[config.mk]
export PLATFORM = sky130hd
export DESIGN_NAME = i2c_bus_arbiter
export DESIGN_NICKNAME = d
export VERILOG_FILES = /design/src/rtl/i2c_bus_arbiter.sv
export SDC_FILE = /design/constraint.sdc
export NUM_CORES = 1
export LEC_CHECK = 0
export BUFFER_PORTS_ARGS = -buffer_cell sky130_fd_sc_hd__buf_4
export CORE_MARGIN = 4
export CORE_UTILIZATION = 53
export CTS_BUF_LIST = sky130_fd_sc_hd__clkbuf_16
export DETAILED_ROUTE_END_ITERATION = 16
export PLACE_DENSITY = 0.85
export SLEW_MARGIN = 30
export SYNTH_ARGS = -nofsm -noshare
export SYNTH_HDL_FRONTEND = slang
export SYNTH_SLANG_ARGS = --single-unit
[constraint.sdc]
create_clock -name i_clk -period 4.9 [get_ports i_clk]
set_clock_uncertainty 0.05 [all_clocks]
set_input_delay 1.47 -clock i_clk [delete_from_list [all_inputs] [get_ports i_clk]]
set_output_delay 1.47 -clock i_clk [all_outputs]
set_load 0.1 [all_outputs]
[src/rtl/i2c_bus_arbiter.sv]
// i2c_bus_arbiter: shares one byte-level I2C master between NUM_REQ requesters.
// The owner keeps the bus for a whole transaction. Its command stream is muxed
// into the master and master responses are routed back to it. An inactivity
// timeout aborts a stuck transaction, and a bus-free gap separates owners.
// Optional build macro: I2C_ARB_FIXED_PRIO_EN selects fixed priority (lowest
// index wins). The default build uses round-robin arbitration.
module i2c_bus_arbiter #(
  parameter int NUM_REQ        = 2,
  parameter int CMD_W          = 16,
  parameter int MAX_OUT        = 4,
  parameter int TIMEOUT_CYCLES = 100000,
  parameter int GAP_CYCLES     = 130
) (
  input  logic                     i_clk,
  input  logic                     i_rst_n,
  input  logic [NUM_REQ-1:0]       i_req,
  output logic [NUM_REQ-1:0]       o_gnt,
  input  logic [NUM_REQ-1:0]       i_cmd_valid,
  input  logic [NUM_REQ*CMD_W-1:0] i_cmd,
  output logic [NUM_REQ-1:0]       o_cmd_ready,
  output logic                     o_m_cmd_valid,
  output logic [CMD_W-1:0]         o_m_cmd,
  input  logic                     i_m_cmd_ready,
  input  logic                     i_m_rsp_valid,
  input  logic [7:0]               i_m_rsp_data,
  input  logic                     i_m_rsp_err,
  output logic [NUM_REQ-1:0]       o_rsp_valid,
  output logic [7:0]               o_rsp_data,
  output logic                     o_rsp_err,
  output logic                     o_m_abort,
  output logic                     o_timeout,
  output logic                     o_busy
);

  localparam int IDX_W = $clog2(NUM_REQ);
  localparam int OUT_W = $clog2(MAX_OUT + 1);
  localparam int TMO_W = $clog2(TIMEOUT_CYCLES + 1);
  localparam int GAP_W = $clog2(GAP_CYCLES + 1);

  localparam logic [OUT_W-1:0] OUT_MAX  = OUT_W'(MAX_OUT);
  localparam logic [TMO_W-1:0] TMO_LAST = TMO_W'(TIMEOUT_CYCLES - 1);
  localparam logic [GAP_W-1:0] GAP_LAST = GAP_W'(GAP_CYCLES - 1);

  typedef enum logic [1:0] {IDLE, BUSY, DRAIN, RELEASE} state_e;

  state_e             state_q, state_d;
  logic [NUM_REQ-1:0] gnt_q, gnt_d;
  logic [IDX_W-1:0]   own_q, own_d;
  logic [IDX_W-1:0]   last_q, last_d;
  logic [OUT_W-1:0]   out_q, out_d;
  logic [TMO_W-1:0]   tmo_q, tmo_d;
  logic [GAP_W-1:0]   gap_q, gap_d;

  logic [IDX_W-1:0]   winner;
  logic               owned;
  logic               room;
  logic               accept;
  logic               rsp_hit;
  logic               abort;

  // Choose the requester that wins the bus if the arbiter is idle this cycle.
  always_comb begin
    winner = '0;
`ifdef I2C_ARB_FIXED_PRIO_EN
    for (int k = NUM_REQ - 1; k >= 0; k--) begin
      if (i_req[k]) winner = IDX_W'(k);
    end
`else
    for (int k = NUM_REQ; k >= 1; k--) begin
      if (i_req[(int'(last_q) + k) % NUM_REQ]) winner = IDX_W'((int'(last_q) + k) % NUM_REQ);
    end
`endif
  end

  // Owner datapath: command mux, ready fan-out, response routing and abort detect.
  always_comb begin
    owned         = (state_q == BUSY) || (state_q == DRAIN);
    room          = (out_q < OUT_MAX);
    o_m_cmd_valid = (state_q == BUSY) && i_cmd_valid[own_q] && room;
    o_m_cmd       = (state_q == BUSY) ? i_cmd[int'(own_q)*CMD_W +: CMD_W] : '0;
    o_cmd_ready   = '0;
    if ((state_q == BUSY) && i_m_cmd_ready && room) o_cmd_ready[own_q] = 1'b1;
    accept        = o_m_cmd_valid && i_m_cmd_ready;
    rsp_hit       = owned && i_m_rsp_valid && (out_q != '0);
    o_rsp_valid   = '0;
    if (rsp_hit) o_rsp_valid[own_q] = 1'b1;
    o_rsp_data    = owned ? i_m_rsp_data : '0;
    o_rsp_err     = owned && i_m_rsp_err;
    abort         = owned && (tmo_q == TMO_LAST) && !accept && !rsp_hit;
    o_m_abort     = abort;
    o_timeout     = abort;
    o_busy        = (state_q != IDLE);
    o_gnt         = gnt_q;
  end

  // Next-state logic for the arbitration FSM and its counters.
  always_comb begin
    state_d = state_q;
    gnt_d   = gnt_q;
    own_d   = own_q;
    last_d  = last_q;
    out_d   = out_q;
    tmo_d   = tmo_q;
    gap_d   = gap_q;
    case (state_q)
      IDLE: begin
        if (|i_req) begin
          state_d = BUSY;
          own_d   = winner;
          last_d  = winner;
          gnt_d   = NUM_REQ'(1) << winner;
          out_d   = '0;
          tmo_d   = '0;
        end
      end
      BUSY, DRAIN: begin
        if (abort) begin
          state_d = RELEASE;
          gnt_d   = '0;
          out_d   = '0;
          tmo_d   = '0;
          gap_d   = '0;
        end else begin
          if (accept && !rsp_hit) out_d = out_q + 1'b1;
          else if (!accept && rsp_hit) out_d = out_q - 1'b1;
          tmo_d = (accept || rsp_hit) ? '0 : tmo_q + 1'b1;
          if ((state_q == BUSY) && !i_req[own_q]) state_d = DRAIN;
          if ((state_q == DRAIN) && (out_q == '0)) begin
            state_d = RELEASE;
            gnt_d   = '0;
            tmo_d   = '0;
            gap_d   = '0;
          end
        end
      end
      RELEASE: begin
        if (gap_q == GAP_LAST) begin
          state_d = IDLE;
          gap_d   = '0;
        end else begin
          gap_d = gap_q + 1'b1;
        end
      end
      default: state_d = IDLE;
    endcase
  end

  // State register with synchronous active-low reset; requester 0 gets first pick.
  always_ff @(posedge i_clk) begin
    if (!i_rst_n) begin
      state_q <= IDLE;
      gnt_q   <= '0;
      own_q   <= '0;
      last_q  <= IDX_W'(NUM_REQ - 1);
      out_q   <= '0;
      tmo_q   <= '0;
      gap_q   <= '0;
    end else begin
      state_q <= state_d;
      gnt_q   <= gnt_d;
      own_q   <= own_d;
      last_q  <= last_d;
      out_q   <= out_d;
      tmo_q   <= tmo_d;
      gap_q   <= gap_d;
    end
  end

endmodule

==> impl_metrics.py, run 1 <==
metrics = {
    "cts": {
        "clock-sinks": 34,
        "clk_latency_ns": 0.28,
        "htreeDepth": 2,
        "cts_root_buffer": "clkbuf_16",
        "postCtsSetupBuffers": 0,
        "ctsHoldBuffers": 0,
        "cts_tree": "yes",
        "cts_max_path_buffers": 2,
        "clk_pin_slew_ns": 0.05,
        "cts_resized": 0,
        "cts_inserted_buffers": 5,
    },
    "yosys": {
        "synth_edf_count": 0,
        "synth_area_mm2": 0.00224,
        "synth-main-ff-cell": "dfxtp_1",
        "yosys-top-cells-count": "dfxtp_1 (34), nor2_1 (23), nand2_1 (22), a21oi_1 (18), mux2i_1 (18)",
        "synth_warnings": 0,
        "postSynthAreaPerCell_um2": 8.04,
        "synthCells": 278,
        "synthDistinctLibCells": 50,
        "yosysTopAreaCell": "dfxtp_1",
        "ys_seq_area_share_pct": 30.4,
        "synthesis.nets": 335,
        "synth_top_cell_area_share_pct": 30.4,
        "synth_most_common_cell": "dfxtp_1",
        "yosys-top-cells-area": "dfxtp_1 (30%), mux2i_1 (8.1%), nor2b_1 (4.8%)",
        "synthArstFlopShare_pct": 0,
        "synth-seq-cells": 34,
    },
    "floorplanning": {
        "die_x_um": 73.0,
        "pin_count": 84,
        "core_area_mm2": 0.00403,
        "start_util_pct": 55.5,
        "die_h_um": 73.0,
        "std_cell_rows": 23,
        "die-area_mm2": 0.00532,
    },
    "grt": {
        "grt_pass1_vias": 2270,
        "grt_pass1_wl_mm": 10.3,
        "grt_antenna_before_repair": 0,
        "grt_max_degree": 24,
        "grt_remaining_overflow": 0,
        "track_usage_pct": 24.2,
    },
    "drt": {
        "ant_nets": 0,
        "drtIter0Drc": 128,
        "via_per_inst": 5.72,
        "remaining_drc_errors": 0,
        "num_vias": 2338,
        "dr.pass1.iters": 4,
        "totalWireLength_mm": 6.39,
        "wl_per_cell_um": 15.6,
    },
    "worst_setup_path": {
        "worstPathRequired_ns": 3.38,
        "end_kind": "output port",
        "cp_slowest_stage_delay_ns": 0.30,
        "reg2reg_setup_slack_ns": 1.93,
        "cpMostUsedCell": "buf_4",
        "cpMaxStageDelayCell": "buf_4",
        "cp.arrival_ns": 2.71,
        "crit_chain": "buf_4 > mux2_2 > a21oi_1 > nand3_1 > inv_1 > buf_4",
        "path_buf_inv": 3,
        "crit_family": "buffers and inverters",
        "start_kind": "input pin",
        "critical_path_class": "in2out",
        "cp_max_fo": 3,
    },
    "layout": {
        "utilization_pct": 75.6,
        "drive_gt1_share_pct": 28.7,
        "final_nets": 415,
        "diodes": 0,
        "num-fill-cells": 316,
        "finalNonFillerCells": 409,
        "area_growth_pct": 36.3,
    },
    "sta": {
        "finalSetupViolCount": 0,
        "period_minus_slack_ns": 4.23,
        "rsz0062_at_grt": "no",
        "fmax_mhz": 237,
        "tightest_slew_ns": 0.747,
        "timing.final.crit_share_pct": 86.2,
        "hold_viol_final": 0,
        "relSlewSlack_pct": 49.8,
        "setup-tns-final_ns": 0,
        "slew_viol_final": 0,
    },
    "power": {
        "power_density_mw_per_mm2": 489,
        "ir_drop_mv": 0.249,
        "p_leak_nw": 1.28,
    },
    "place": {
        "dp_hpwl_mm": 4.79,
        "port_buffers": 83,
        "routabilityCongestion": 0.820,
        "post-place-cells": 401,
    },
    "run_status": {
        "status": "finished clean",
    },
    "worst_hold_path": {
        "holdCritPathClass": "reg2reg",
    },
    "job": {
        "drv_cap": 0,
    },
}
==> metrics by stage <==
| stage | power, W | setup slack [ns] | hold WS [ns] | area (um2) |
|---|---|---|---|---|
| 2_1_floorplan | 0.00101 | 0.295 | 0.406 | 2240 |
| 3_3_place_gp | 0.00118 | 0.738 | 0.415 | 2890 |
| 3_5_place_dp | 0.00119 | 0.723 | 0.417 | 2900 |
| 4_1_cts | 0.00149 | 0.700 | 0.422 | 3040 |
| 5_1_grt | 0.00154 | 0.513 | 0.455 | 3050 |
| 6_report | 0.00149 | 0.675 | 0.425 | 3050 |
==> flip-flops by register name (all words and copies together) (netlist names) <==
signal,cells
last_q,1
out_q,3
state_q,2
own_q,1
o_gnt,2
tmo_q,17
gap_q,8
==> report_power, final <==
group          switching [W]  internal (W)
sequential         0.0000166      0.000294
clock               0.000112      0.000183
combinational       0.000674      0.000209
==> layout by cell type (no fill, tap or decap), types with 2 or more instances in the layout <==
| cell type | count |
|---|---|
| mux2i_1 | 18 |
| nor3b_2 | 2 |
| nand3b_1 | 2 |
| inv_1 | 13 |
| a21oi_1 | 18 |
| nor2b_1 | 17 |
| or4_1 | 4 |
| nor2_1 | 23 |
| ha_1 | 7 |
| and3_1 | 3 |
| a211oi_1 | 2 |
| o31ai_1 | 4 |
| buf_4 | 86 |
| o21ai_0 | 13 |
| dfxtp_1 | 34 |
| nand4_1 | 6 |
| xnor2_1 | 3 |
| nand2_1 | 22 |
| a31oi_1 | 5 |
| or3_1 | 3 |
| nand3_1 | 14 |
| clkbuf_16 | 5 |
| xor2_1 | 12 |
| or4b_1 | 2 |
| nor3_1 | 4 |
| and2_1 | 13 |
==> area by class of cell <==
| cell class | count | area [um2] | share of cell area [%] |
|---|---|---|---|
| Sequential cell | 34 | 681 | 22.3 |
| Clock buffer | 5 | 125 | 4.11 |
| Multi-Input combinational cell | 219 | 1480 | 48.4 |
| Clock inverter | 3 | 12.5 | 0.411 |
| Tap cell | 50 | 62.6 | 2.05 |
| Inverter | 12 | 45.0 | 1.48 |
| Timing Repair Buffer | 86 | 646 | 21.2 |
==> logic make-up (layout without fill, tap and decap cells) <==
logic type | count (synthesis) | count (layout) | share of synthesized area (%)
AO/OA/AOI/OAI | 53 | 53 | 14.6
XOR/XNOR | 15 | 15 | 5.88
adder cells (fa/ha/maj) | 8 | 8 | 4.81
buffers and inverters | 25 | 106 | 4.48
flip-flops | 34 | 34 | 30.4
multiplexers | 19 | 19 | 8.56
AND/OR/NAND/NOR | 124 | 124 | 31.2
==> routing by layer <==
layer | global-route usage (%) | share of wire (%)
met4 | 8.81 | 1.4
met2 | 40.8 | 48
met1 | 30.8 | 41
met3 | 4.41 | 9.6
met5 | 0 | 0
==> worst reg2reg max path: stages (launching register included) <==
cell	delay [ns]
dfxtp_1	0.40
inv_1	0.09
ha_1	0.64
inv_1	0.24
nor4_4	0.41
a31oi_1	0.14
buf_4	0.21
or4_1	0.53
a31oi_1	0.19
==> final timing paths <==
path	start	end	cells after the start
hold / removal	o_gnt[1]$_SDFFE_PN0P_	o_gnt[1]$_SDFFE_PN0P_	2
setup reg to reg	state_q[0]$_SDFFE_PN0P_	gap_q[6]$_SDFFE_PN0P_	8
hold reg to reg	o_gnt[1]$_SDFFE_PN0P_	o_gnt[1]$_SDFFE_PN0P_	2
setup / recovery	i_cmd_valid[1]	o_timeout	6
(Power assumes the default switching activity.)
==> run 2: changes to the inputs <==
--- a/config.mk
+++ b/config.mk
@@ -5,12 +5,15 @@
 export SDC_FILE = /design/constraint.sdc
 export NUM_CORES = 1
 export LEC_CHECK = 0
+export ABC_AREA = 1
 export BUFFER_PORTS_ARGS = -buffer_cell sky130_fd_sc_hd__buf_4
+export CAP_MARGIN = 10
 export CORE_MARGIN = 4
-export CORE_UTILIZATION = 53
+export CORE_UTILIZATION = 55
 export CTS_BUF_LIST = sky130_fd_sc_hd__clkbuf_16
 export DETAILED_ROUTE_END_ITERATION = 16
-export PLACE_DENSITY = 0.85
+export GPL_TIMING_DRIVEN = 0
+export PLACE_DENSITY = 0.86
 export SLEW_MARGIN = 30
 export SYNTH_ARGS = -nofsm -noshare
 export SYNTH_HDL_FRONTEND = slang
==> impl_metrics.py, run 2 <==
metrics = {
    "yosys": {
        "yosysTopAreaCell": "dfxtp_1",
        "yosys-top-cells-count": "nor2_1 (71), nand2_1 (66), inv_1 (47), dfxtp_1 (34), nand3_1 (30)",
        "synthDistinctLibCells": 30,
        "yosys-top-cells-area": "dfxtp_1 (28%), nor2_1 (11%), nand2_1 (10%)",
        "synth-main-ff-cell": "dfxtp_1",
        "synth_most_common_cell": "nor2_1",
        "synthArstFlopShare_pct": 0,
        "synthCells": 382,
        "synth_warnings": 0,
        "synth-seq-cells": 34,
        "synth_area_mm2": 0.00245,
        "postSynthAreaPerCell_um2": 6.43,
        "ys_seq_area_share_pct": 27.7,
        "synthesis.nets": 439,
        "synth_edf_count": 0,
        "synth_top_cell_area_share_pct": 27.7,
    },
    "grt": {
        "grt_antenna_before_repair": 0,
        "grt_pass1_wl_mm": 11.1,
        "grt_pass1_vias": 2602,
        "grt_remaining_overflow": 0,
        "track_usage_pct": 25.3,
        "grt_max_degree": 11,
    },
    "worst_setup_path": {
        "crit_cells": 10,
        "crit_chain": "buf_4 > nand2_1 > nand2_1 > nand3_4 > nand2_2 > inv_2 > nand2_4 > inv_1 > buf_4 > buf_4",
        "end_kind": "output port",
        "cp.arrival_ns": 2.51,
        "start_kind": "input pin",
        "cp_slowest_stage_delay_ns": 0.27,
        "timing.rr.start": "state_q[0]$_SDFFE_PN0P_",
        "cpMostUsedCell": "buf_4",
        "reg2reg_setup_slack_ns": 2.68,
        "cp_max_fo": 5,
        "crit_family": "buffers and inverters",
        "reg2reg_to": "tmo_q[14]$_SDFFE_PN0P_",
        "path_buf_inv": 5,
        "cpMaxStageDelayCell": "buf_4",
        "worstPathRequired_ns": 3.38,
        "critical_path_class": "in2out",
        "reg2regPathDepth": 15,
    },
    "place": {
        "dp_hpwl_mm": 5.04,
        "port_buffers": 82,
        "routabilityCongestion": 0.900,
    },
    "worst_hold_path": {
        "holdPathStages": 2,
        "hp-start": "out_q[1]$_SDFFE_PN0P_",
        "min_to": "out_q[1]$_SDFFE_PN0P_",
        "holdCritPathClass": "reg2reg",
    },
    "floorplanning": {
        "die-area_mm2": 0.00560,
        "die_h_um": 74.8,
        "core_area_mm2": 0.00432,
        "die_x_um": 74.8,
        "pin_count": 84,
        "start_util_pct": 56.8,
        "std_cell_rows": 24,
    },
    "sta": {
        "fmax_mhz": 248,
        "slew_viol_final": 0,
        "finalSetupViolCount": 0,
        "period_minus_slack_ns": 4.03,
        "rsz0062_at_grt": "no",
        "relSlewSlack_pct": 64.0,
        "hold_viol_final": 0,
        "setup-tns-final_ns": 0,
        "timing.final.crit_share_pct": 82.3,
        "tightest_slew_ns": 0.540,
    },
    "layout": {
        "top_register": "tmo_q",
        "area_growth_pct": 33.1,
        "final_cell_mix": "buf_4 (87), nor2_1 (71), nand2_1 (66)",
        "diodes": 0,
        "largestRegisters": "tmo_q: 17 flops, gap_q: 8 flops, out_q: 3 flops",
        "multi_input_area_mm2": 0.00149,
        "utilization_pct": 75.6,
        "num-fill-cells": 363,
        "ff_latch_area_um2": 681,
        "largest_register_ffs": 17,
        "drive_gt1_share_pct": 25.9,
        "final_nets": 528,
        "final_common_cell": "buf_4",
    },
    "run_status": {
        "status": "finished clean",
    },
    "cts": {
        "cts_inserted_buffers": 5,
        "cts_tree": "yes",
        "clk_pin_slew_ns": 0.05,
        "ctsHoldBuffers": 0,
        "cts_resized": 0,
        "clk_latency_ns": 0.28,
        "clock-sinks": 34,
        "htreeDepth": 2,
        "cts_max_path_buffers": 2,
        "postCtsSetupBuffers": 0,
        "cts_root_buffer": "clkbuf_16",
    },
    "drt": {
        "remaining_drc_errors": 0,
        "wl_per_cell_um": 12.6,
        "drtIter0Drc": 167,
        "totalWireLength_mm": 6.62,
        "num_vias": 2690,
        "via_per_inst": 5.14,
        "dr.pass1.iters": 4,
        "ant_nets": 0,
    },
    "power": {
        "ir_drop_mv": 0.715,
        "power_density_mw_per_mm2": 630,
        "p_leak_nw": 1.53,
    },
    "job": {
        "drv_cap": 0,
    },
}
==> run 2: how the worst max path moves through the flow <==
| stage | from | to | slack, ns |
|---|---|---|---|
| after global routing | i_cmd_valid[0] | o_timeout | 0.77 |
| after detailed placement | i_cmd_valid[1] | o_timeout | 0.86 |
| after CTS | i_cmd_valid[1] | o_timeout | 0.86 |
| after global placement | i_cmd_valid[1] | o_timeout | 0.89 |
| after floorplan | i_cmd_valid[1] | o_m_cmd_valid | 0.44 |
| final | i_cmd_valid[1] | o_timeout | 0.87 |
==> run 2: cells by family after synthesis <==
logic type      Yosys count  share of synthesized area, %
simple gates            207                          40.9
buf+inv                  67                          11.7
compound gates           58                          12.4
flops                    34                          27.7
xor+xnor                  8                          2.85
fa+ha+maj                 8                          4.38
==> run 2: stage by stage <==
stage	hold WS [ns]	setup slack, ns	cell area, um2	total power [W]	instances
floorplan	0.379	0.443	2450	0.00148	382
global placement	0.390	0.886	3140	0.00174	516
detailed placement	0.399	0.862	3140	0.00177	516
CTS	0.411	0.858	3270	0.00206	523
global route	0.440	0.771	3270	0.00217	523
finish	0.420	0.868	3270	0.00206	523
==> run 2: report_power, final <==
part           internal, W  switching, W
Sequential        0.000312     0.0000283
Clock             0.000181      0.000108
Combinational     0.000329       0.00110
==> run 2: layout make-up <==
| class | instances | share of cell area (%) |
|---|---|---|
| tap | 52 | 1.99 |
| clock buffer | 5 | 3.83 |
| multi-input combinational | 281 | 45.5 |
| buffer | 14 | 2.68 |
| clock inverter | 2 | 0.230 |
| sequential | 34 | 20.8 |
| timing repair buffer | 82 | 18.8 |
| inverter | 53 | 6.09 |
==> run 2: per-layer routing <==
metal	up-vias	global-route usage [%]	part of all wire, %
met5	-	0	0
met4	0	7.11	1.2
met3	10	5.74	5.5
met2	74	45.3	51
met1	1213	30.2	43
li1	1393	-	-
==> run 2: tightest hold or removal path, stage by stage (launching register included) <==
cell     delay (ns)
dfxtp_1        0.30
nand2_1        0.06
a21oi_1        0.06
==> run 3: changes to the inputs <==
--- a/config.mk
+++ b/config.mk
@@ -9,11 +9,11 @@
 export BUFFER_PORTS_ARGS = -buffer_cell sky130_fd_sc_hd__buf_4
 export CAP_MARGIN = 10
 export CORE_MARGIN = 4
-export CORE_UTILIZATION = 55
+export CORE_UTILIZATION = 51
 export CTS_BUF_LIST = sky130_fd_sc_hd__clkbuf_16
 export DETAILED_ROUTE_END_ITERATION = 16
 export GPL_TIMING_DRIVEN = 0
-export PLACE_DENSITY = 0.86
+export PLACE_DENSITY = 0.81
 export SLEW_MARGIN = 30
 export SYNTH_ARGS = -nofsm -noshare
 export SYNTH_HDL_FRONTEND = slang
==> constraint.sdc (replaced) <==
create_clock -name i_clk -period 4.14 [get_ports i_clk]
set_clock_uncertainty 0.05 [all_clocks]
set_input_delay 1.242 -clock i_clk [delete_from_list [all_inputs] [get_ports i_clk]]
set_output_delay 1.242 -clock i_clk [all_outputs]
set_load 0.1 [all_outputs]
==> impl_metrics.py, run 3 (synthesized netlist as in run 2, its figures left out) <==
metrics = {
    "run_status": {
        "status": "finished clean",
    },
    "sta": {
        "rsz0062_at_grt": "no",
        "relSlewSlack_pct": 66.0,
        "timing.final.crit_share_pct": 86.6,
        "finalSetupViolCount": 0,
        "hold_viol_final": 0,
        "slew_viol_final": 0,
        "period_minus_slack_ns": 3.58,
        "setup-tns-final_ns": 0,
        "hold_slack_ns": 0.412,
        "tightest_slew_ns": 0.510,
        "fin_ws_ns": 0.555,
        "fmax_mhz": 279,
    },
    "floorplanning": {
        "pin_count": 84,
        "core_area_mm2": 0.00450,
        "die_x_um": 77.4,
        "start_util_pct": 54.5,
        "std_cell_rows": 24,
        "die_h_um": 77.4,
        "die-area_mm2": 0.00599,
    },
    "grt": {
        "grt_remaining_overflow": 0,
        "grt_max_degree": 12,
        "grt_pass1_wl_mm": 11.0,
        "grt_pass1_vias": 2512,
        "grt_antenna_before_repair": 0,
        "track_usage_pct": 22.1,
    },
    "worst_setup_path": {
        "end_kind": "output port",
        "cp_max_fo": 5,
        "path_buf_inv": 5,
        "timing.rr.start": "state_q[0]$_SDFFE_PN0P_",
        "cpMaxStageDelayCell": "buf_4",
        "crit_cells": 10,
        "critical_path_class": "in2out",
        "crit_chain": "buf_4 > nand2_1 > nand2_1 > nand3_4 > nand2_2 > inv_2 > nand2_4 > inv_1 > buf_4 > buf_4",
        "startpoint": "i_cmd_valid[1]",
        "start_kind": "input pin",
        "reg2regPathDepth": 15,
        "worstPathRequired_ns": 2.85,
        "cpMostUsedCell": "buf_4",
        "cp.arrival_ns": 2.29,
        "crit_family": "buffers and inverters",
        "cp_slowest_stage_delay_ns": 0.27,
    },
    "cts": {
        "cts_inserted_buffers": 5,
        "cts_root_buffer": "clkbuf_16",
        "htreeDepth": 2,
        "postCtsSetupBuffers": 0,
        "cts_tree": "yes",
        "cts_resized": 0,
        "clk_latency_ns": 0.28,
        "ctsHoldBuffers": 0,
        "cts_max_path_buffers": 2,
        "clock-sinks": 34,
        "clk_pin_slew_ns": 0.06,
    },
    "layout": {
        "top_register": "tmo_q",
        "area_growth_pct": 34.5,
        "largestRegisters": "tmo_q: 17 flops, gap_q: 8 flops, out_q: 3 flops",
        "final_nets": 528,
        "drive_gt1_share_pct": 26.5,
        "final_common_cell": "buf_4",
        "diodes": 0,
        "final_cell_mix": "buf_4 (87), nor2_1 (71), nand2_1 (66)",
        "largest_register_ffs": 17,
    },
    "place": {
        "port_buffers": 82,
        "pre_cts_ws_ns": 0.547,
        "dp_hpwl_mm": 5.01,
        "routabilityCongestion": 0.907,
    },
    "drt": {
        "remaining_drc_errors": 0,
        "via_per_inst": 5.12,
        "drtIter0Drc": 146,
        "num_vias": 2685,
        "totalWireLength_mm": 6.49,
        "dr.pass1.iters": 4,
        "wl_per_cell_um": 12.4,
        "ant_nets": 0,
    },
    "power": {
        "power_density_mw_per_mm2": 761,
        "p_leak_nw": 1.54,
        "ir_drop_mv": 0.736,
    },
    "worst_hold_path": {
        "hp-start": "o_gnt[1]$_SDFFE_PN0P_",
        "holdPathStages": 2,
        "holdCritPathClass": "reg2reg",
    },
    "job": {
        "drv_cap": 0,
    },
}
## run 3: area by class of cell
class,count,area (um2)
fill,380,1200
clock buffer,5,125
inverter,53,199
sequential,34,681
multi-input combinational,281,1490
clock inverter,3,40.0
buffer,14,87.6
timing repair buffer,82,616
tap,52,65.1
## run 3: worst reg2reg max path, stage by stage (launching register included)
cell and delay, ns:
dfxtp_1 0.38, inv_1 0.08, ha_1 0.28, buf_4 0.16, inv_2 0.08, nor2_1 0.10, nand4_1 0.08, nor2_1 0.20
nand2_4 0.10, nand3_4 0.10, inv_2 0.06, nand2_2 0.07, nand2_4 0.06, nand2_4 0.09, buf_12 0.18, nor2_4 0.04
## run 3: layer usage
layer | GRT usage, % | vias to the layer above | part of all wire, %
met5 | 0 | - | 0
met4 | 5.52 | 0 | 1.2
met3 | 6.37 | 9 | 4.3
met2 | 39.7 | 58 | 52
met1 | 25.8 | 1224 | 43
li1 | - | 1394 | -
## run 3: worst paths after layout
kind / to / slack, ns
max: o_timeout / 0.56
max reg2reg: tmo_q[15]$_SDFFE_PN0P_ / 1.90
min reg2reg: o_gnt[1]$_SDFFE_PN0P_ / 0.41
min: o_gnt[1]$_SDFFE_PN0P_ / 0.41
## run 3: report_power, final
group | switching, W | internal [W]
Sequential | 0.0000322 | 0.000369
Clock | 0.000140 | 0.000281
Combinational | 0.00130 | 0.000389
Total | 0.00147 | 0.00104
## run 3: stage by stage
stage                     instance area, um2  util (%)  total power (W)  cells
after floorplan                         2450         -          0.00175    382
after global placement                  3140      69.6          0.00206    516
after detailed placement                3140      69.6          0.00209    516
after CTS                               3300      73.3          0.00252    524
after global routing                    3300      73.3          0.00266    524
final                                   3300      73.3          0.00251    524
